## config.mk

```make
export PLATFORM = sky130hd
export DESIGN_NAME = shared_resource_arbiter_flat
export DESIGN_NICKNAME = d
export VERILOG_FILES = /design/src/rtl/shared_resource_arbiter_if.sv /design/src/rtl/shared_resource_arbiter.sv /design/src/flat_wrapper.sv
export SDC_FILE = /design/constraint.sdc
export NUM_CORES = 1
export LEC_CHECK = 0
export CAP_MARGIN = 10
export CORE_UTILIZATION = 46
export CTS_CLUSTER_DIAMETER = 60
export DETAILED_ROUTE_END_ITERATION = 6
export PLACE_DENSITY = 0.92
export REMOVE_ABC_BUFFERS = 1
export SLEW_MARGIN = 20
export SYNTH_ARGS = -nofsm -noshare
export SYNTH_HDL_FRONTEND = slang
export SYNTH_SLANG_ARGS = --single-unit
export TNS_END_PERCENT = 1
```

## constraint.sdc

```tcl
create_clock -name clk -period 3.1 [get_ports clk]
set_input_delay 0.62 -clock clk [delete_from_list [all_inputs] [get_ports clk]]
set_output_delay 0.62 -clock clk [all_outputs]
set_load 0.01 [all_outputs]
```

## src/rtl/shared_resource_arbiter_if.sv

```systemverilog
// Handshake bundle between two requesters, the arbiter and a
// single-cycle shared resource.
interface shared_resource_arbiter_if #(
  parameter int DATA_W = 32
);
  logic              req0_valid;
  logic              req1_valid;
  logic              req0_ready;
  logic              req1_ready;
  logic [DATA_W-1:0] req0_data;
  logic [DATA_W-1:0] req1_data;
  logic              rsp0_valid;
  logic              rsp1_valid;
  logic              rsp0_ready;
  logic              rsp1_ready;
  logic [DATA_W-1:0] rsp0_data;
  logic [DATA_W-1:0] rsp1_data;
  logic [1:0]        res_in_valid;
  logic [DATA_W-1:0] res_in_data;
  logic [1:0]        res_out_valid;
  logic [DATA_W-1:0] res_out_data;

  modport slave (
    input  req0_valid, req1_valid,
    input  req0_data, req1_data,
    output req0_ready, req1_ready,
    output rsp0_valid, rsp1_valid,
    output rsp0_data, rsp1_data,
    input  rsp0_ready, rsp1_ready,
    output res_in_valid, res_in_data,
    input  res_out_valid, res_out_data
  );

  modport master (
    output req0_valid, req1_valid,
    output req0_data, req1_data,
    input  req0_ready, req1_ready,
    input  rsp0_valid, rsp1_valid,
    input  rsp0_data, rsp1_data,
    output rsp0_ready, rsp1_ready,
    input  res_in_valid, res_in_data,
    output res_out_valid, res_out_data
  );
endinterface

```

## src/rtl/shared_resource_arbiter.sv

```systemverilog
// Two-requester arbiter for a 1-cycle shared resource with 2-deep
// response FIFOs; SHARED_ARB_RR_EN selects round-robin, else fixed priority.
module shared_resource_arbiter #(
  parameter int DATA_W = 32
) (
  input logic                     clk,
  input logic                     reset,
  shared_resource_arbiter_if.slave bus
);

  logic [1:0]        w_req_v;
  logic [1:0]        w_rsp_rdy;
  logic [1:0]        w_pop;
  logic [1:0]        w_push;
  logic [1:0]        w_elig;
  logic [1:0]        w_grant;
  logic [1:0]        w_rspv;
  logic              w_tag_ok;
  logic [DATA_W-1:0] w_req_d [2];
  logic [DATA_W-1:0] w_head  [2];
  logic [DATA_W-1:0] w_res_d;

  assign w_req_v   = {bus.req1_valid, bus.req0_valid};
  assign w_rsp_rdy = {bus.rsp1_ready, bus.rsp0_ready};
  assign w_req_d[0] = bus.req0_data;
  assign w_req_d[1] = bus.req1_data;
  assign w_tag_ok  = (bus.res_out_valid != 2'b11);

  for (genvar g = 0; g < 2; g++) begin : g_req
    logic [1:0]        r_cnt;
    logic              r_wp;
    logic              r_rp;
    logic              r_inflight;
    logic [DATA_W-1:0] r_mem [2];
    logic [2:0]        w_load;
    logic [2:0]        w_lim;

    assign w_rspv[g] = (r_cnt != 2'd0);
    assign w_pop[g]  = w_rspv[g] & w_rsp_rdy[g];
    assign w_push[g] = bus.res_out_valid[g] & r_inflight & w_tag_ok;
    // Credit: buffered + in-flight, less what leaves this cycle.
    assign w_load    = {1'b0, r_cnt} + {2'b00, r_inflight};
    assign w_lim     = 3'd2 + {2'b00, w_pop[g]};
    assign w_elig[g] = ~reset & w_req_v[g] & (w_load < w_lim);
    assign w_head[g] = w_rspv[g] ? r_mem[r_rp] : '0;

    always_ff @(posedge clk or posedge reset) begin
      if (reset) begin
        r_cnt      <= 2'd0;
        r_wp       <= 1'b0;
        r_rp       <= 1'b0;
        r_inflight <= 1'b0;
      end else begin
        r_inflight <= w_grant[g] | (r_inflight & ~w_push[g]);
        if (w_push[g]) r_wp <= ~r_wp;
        if (w_pop[g])  r_rp <= ~r_rp;
        unique case ({w_push[g], w_pop[g]})
          2'b10:   r_cnt <= r_cnt + 2'd1;
          2'b01:   r_cnt <= r_cnt - 2'd1;
          default: r_cnt <= r_cnt;
        endcase
      end
    end

    always_ff @(posedge clk) begin
      if (w_push[g]) r_mem[r_wp] <= bus.res_out_data;
    end
  end

`ifdef SHARED_ARB_RR_EN
  logic r_ptr;

  always_comb begin
    w_grant = w_elig;
    if (&w_elig) w_grant = r_ptr ? 2'b10 : 2'b01;
  end

  // After any grant the other requester gets the next tie.
  always_ff @(posedge clk or posedge reset) begin
    if (reset) begin
      r_ptr <= 1'b0;
    end else if (|w_grant) begin
      r_ptr <= w_grant[0];
    end
  end
`else
  always_comb begin
    w_grant = w_elig;
    if (w_elig[0]) w_grant = 2'b01;
  end
`endif

  always_comb begin
    w_res_d = '0;
    unique case (1'b1)
      w_grant[0]: w_res_d = w_req_d[0];
      w_grant[1]: w_res_d = w_req_d[1];
      default:    w_res_d = '0;
    endcase
  end

  assign bus.req0_ready   = w_grant[0];
  assign bus.req1_ready   = w_grant[1];
  assign bus.res_in_valid = w_grant;
  assign bus.res_in_data  = w_res_d;
  assign bus.rsp0_valid   = w_rspv[0];
  assign bus.rsp1_valid   = w_rspv[1];
  assign bus.rsp0_data    = w_head[0];
  assign bus.rsp1_data    = w_head[1];

endmodule

```

## src/flat_wrapper.sv

```systemverilog
// flat-port wrapper written by rule: the top's interface ports become plain ports
module shared_resource_arbiter_flat 
#(
  parameter int DATA_W = 32
)
  (clk, reset, bus_req0_valid, bus_req1_valid, bus_req0_data, bus_req1_data, bus_req0_ready, bus_req1_ready, bus_rsp0_valid, bus_rsp1_valid, bus_rsp0_data, bus_rsp1_data, bus_rsp0_ready, bus_rsp1_ready, bus_res_in_valid, bus_res_in_data, bus_res_out_valid, bus_res_out_data);
  shared_resource_arbiter_if #(.DATA_W(DATA_W)) bus_i ();
  input logic clk;
  input logic reset;
  input wire logic [$bits(bus_i.req0_valid)-1:0] bus_req0_valid;
  input wire logic [$bits(bus_i.req1_valid)-1:0] bus_req1_valid;
  input wire logic [$bits(bus_i.req0_data)-1:0] bus_req0_data;
  input wire logic [$bits(bus_i.req1_data)-1:0] bus_req1_data;
  output wire logic [$bits(bus_i.req0_ready)-1:0] bus_req0_ready;
  output wire logic [$bits(bus_i.req1_ready)-1:0] bus_req1_ready;
  output wire logic [$bits(bus_i.rsp0_valid)-1:0] bus_rsp0_valid;
  output wire logic [$bits(bus_i.rsp1_valid)-1:0] bus_rsp1_valid;
  output wire logic [$bits(bus_i.rsp0_data)-1:0] bus_rsp0_data;
  output wire logic [$bits(bus_i.rsp1_data)-1:0] bus_rsp1_data;
  input wire logic [$bits(bus_i.rsp0_ready)-1:0] bus_rsp0_ready;
  input wire logic [$bits(bus_i.rsp1_ready)-1:0] bus_rsp1_ready;
  output wire logic [$bits(bus_i.res_in_valid)-1:0] bus_res_in_valid;
  output wire logic [$bits(bus_i.res_in_data)-1:0] bus_res_in_data;
  input wire logic [$bits(bus_i.res_out_valid)-1:0] bus_res_out_valid;
  input wire logic [$bits(bus_i.res_out_data)-1:0] bus_res_out_data;
  assign bus_i.req0_valid = bus_req0_valid;
  assign bus_i.req1_valid = bus_req1_valid;
  assign bus_i.req0_data = bus_req0_data;
  assign bus_i.req1_data = bus_req1_data;
  assign bus_req0_ready = bus_i.req0_ready;
  assign bus_req1_ready = bus_i.req1_ready;
  assign bus_rsp0_valid = bus_i.rsp0_valid;
  assign bus_rsp1_valid = bus_i.rsp1_valid;
  assign bus_rsp0_data = bus_i.rsp0_data;
  assign bus_rsp1_data = bus_i.rsp1_data;
  assign bus_i.rsp0_ready = bus_rsp0_ready;
  assign bus_i.rsp1_ready = bus_rsp1_ready;
  assign bus_res_in_valid = bus_i.res_in_valid;
  assign bus_res_in_data = bus_i.res_in_data;
  assign bus_i.res_out_valid = bus_res_out_valid;
  assign bus_i.res_out_data = bus_res_out_data;
  shared_resource_arbiter #(.DATA_W(DATA_W)) u_core (.clk(clk), .reset(reset), .bus(bus_i));
endmodule
```

==> qor.csv <==
metric;value;unit
max_clock_freq;337;MHz
worstPathMaxFanout;16;
cpMostUsedCell;ha_1;
critPathLaunchType;flop;
slew-limit-headroom;66.6;%
ios;206;
stdcell_count;836;
synth_ff_type;edfxtp_1;
cp_top_family;buffers and inverters;
drv_cap;0;
grt_start_max_net_pins;34;
yosysUniqueCellTypes;22;
nets;761;
core.rowCount;41;
r2r-end;u_core.g_req[0].r_mem[1][2];
vias;4290;
final_common_cell;clkdlybuf4s50_1;
finalSetupViolations;0;
power_density;891;nW/µm²
syn_to_final_growth;49.0;%
reg2reg_slack;1.44;ns
comb_power_share;43.7;%
ir_worst_vdd;505;µV
worstSetupEndpoint;bus_req0_ready;
crit_chain;ha_1 > ha_1 > o21ai_2 > nand3_4 > buf_12 > inv_1 > clkdlybuf4s50_1;
initial_core_util;47.7;%
worst_pin_slew;0.500;ns
status;finished, final reports clean;
synth_top_cell_area_share;63.0;%
crit_buf_inv;3;
synth_edf_count;128;
dp.cells;802;
cts_sinks;138;
clock_skew;0.00491;ns
dieArea;13700;µm²
grt_use_total;21.6;%
placed_cell_area;8430;µm²
antenna_cells;0;
ys_seq_area_share;67.1;%
htree_levels;4;
grt_pass1_vias;4397;
fillers;827;
layout_common_cells;clkdlybuf4s50_1, edfxtp_1, mux2i_1, nor2_1, inv_1;
synthArstFlopShare;7.25;%
ant_nets;0;
synth_top_cell_by_area;edfxtp_1;
crit_required;2.48;ns
antenna_found_initial;0;
clk_latency;0.41;ns
routedWlPerCell;17.6;µm
hp-class;reg -> reg;
ys_seq_elements;138;
clockPowerShare;25.3;%
intPower;5.42;mW
die_w;117;µm
cp-startpoint;u_core.g_req[0].r_cnt[0];
cts_buffers;17;
finalCritPeriodShare;95.8;%
drv_slew;0;
gp_congestion;0.763;
io_buffers;205;
cts_buffer_depth;2;
syn_inst;439;
drc_errors;0;
cts_tree;built;
endpoint_kind;output port;
crit_type;reg -> out;
grt_pass1_wl;21.8;mm
core-area;12800;µm²
cp.depth;7;
via_per_inst;5.13;
fin_area;9090;µm²
netlist_area;6100;µm²
slowest_stage;clkdlybuf4s50_1;
reg2reg_depth;3;
fin_crit;2.97;ns
hold_viol;0;
rsz0062_at_grt;false;
drive_above_1_share;10.1;%
cpPeakStageDelay;0.54;ns
ys_warn_count;0;
rr_startpoint;u_core.g_req[0].r_inflight;
p_leak;3.82;nW
cp.arrival;2.35;ns
drtIter0Drc;219;
dpl.hpwl;9.68;mm
first_pass_iters;4;
synth_area_per_cell;13.9;µm²
pwr-share-seq;30.9;%
die_h;117;µm
clock-root-buffer;clkbuf_16;
cts.reportedPaths.clkPinSlew;0.06;ns
gr-total-overflow;0;
p_sw;2.68;mW
synth.area.top_cells;edfxtp_1, mux2i_1, nor2_1;
p_sw_share;33.0;%
routed_wl;14.7;mm
[layout make-up]
| class | instances | area, µm² | area share [%] |
|---|---|---|---|
| Clock buffer | 17 | 425 | 4.68 |
| Clock inverter | 15 | 193 | 2.12 |
| Inverter | 40 | 150 | 1.65 |
| Multi-Input combinational cell | 231 | 1750 | 19.3 |
| Sequential cell | 138 | 4100 | 45.1 |
| Tap cell | 172 | 215 | 2.37 |
| Timing Repair Buffer | 223 | 2250 | 24.8 |
[timing repair]
action                                  CTS  global route
hold buffers                              0             0
endpoints found under the hold margin     0             0
endpoints found under the setup margin   32             2
cloned                                    1             1
buffers inserted                          0             0
resized for setup                        36             4
[power by group through the flow]
stage | Combinational, mW | Clock, mW | Sequential (mW)
after floorplan | 1.56 | 0 | 2.57
after global placement | 3.42 | 0 | 2.52
after detailed placement | 3.49 | 0 | 2.54
after CTS | 3.54 | 2.09 | 2.51
after global routing | 3.82 | 2.17 | 2.53
final | 3.54 | 2.05 | 2.50
[stage by stage]
| stage | util, % | setup slack (ns) | setup TNS, ns | hold WS, ns | power (mW) |
|---|---|---|---|---|---|
| after global placement | 66.0 | 0.0166 | 0 | 0.495 | 5.93 |
| final | 71.1 | 0.130 | 0 | 0.548 | 8.10 |
| after floorplan | - | -0.217 | -7.61 | 0.460 | 4.13 |
| after CTS | 70.8 | -0.154 | -0.289 | 0.547 | 8.13 |
| after global routing | 71.1 | 0.0107 | 0 | 0.563 | 8.52 |
| after detailed placement | 66.0 | -0.0327 | -0.0327 | 0.543 | 6.03 |
[how the worst min path moves through the flow]
stage                            endpoint  depth (start not counted)                  startpoint
2_1_floorplan    u_core.g_req[0].r_cnt[0]                          1                       reset
3_3_place_gp   u_core.g_req[0].r_inflight                          2  u_core.g_req[0].r_inflight
3_5_place_dp   u_core.g_req[0].r_inflight                          2  u_core.g_req[0].r_inflight
4_1_cts          u_core.g_req[1].r_cnt[0]                          1    u_core.g_req[1].r_cnt[0]
5_1_grt          u_core.g_req[1].r_cnt[0]                          1    u_core.g_req[1].r_cnt[0]
6_report         u_core.g_req[1].r_cnt[0]                          1    u_core.g_req[1].r_cnt[0]
[state kept, by name, indices dropped and copies added, names as in the netlist]
name,cells
u_core.g_req.r_cnt,4
u_core.g_req.r_inflight,2
u_core.g_req.r_mem,128
u_core.g_req.r_rp,2
u_core.g_req.r_wp,2
[kinds of logic (layout without fill, tap and decap cells)]
family	count (synthesis)	in the layout	synth area share, %
simple gates	114	114	8.60
fa+ha+maj	6	6	1.23
xor+xnor	10	10	1.44
flops	138	138	67.1
mux	96	96	15.8
compound gates	5	5	0.718
buf+inv	70	295	5.11
[synthesized netlist by cell type, drive strengths merged, types with 2 or more instances]
cell type / n
buf: 16
clkbuf: 14
dfrtp: 10
edfxtp: 128
ha: 6
inv: 40
mux2i: 96
nand2: 2
nand3b: 2
nand4: 32
nor2: 74
o21ai: 4
xnor2: 8
xor2: 2
[metal layers]
layer	share of wire (%)	vias up	global-route usage (%)	wire, µm
met5	0	-	0	0
met4	0.87	0	5.57	128
met3	7.6	13	7.31	1110
met2	53	196	40.6	7770
met1	39	2079	23.2	5660
li1	-	2002	-	-
Note: power is estimated with default switching activity, not from simulation.
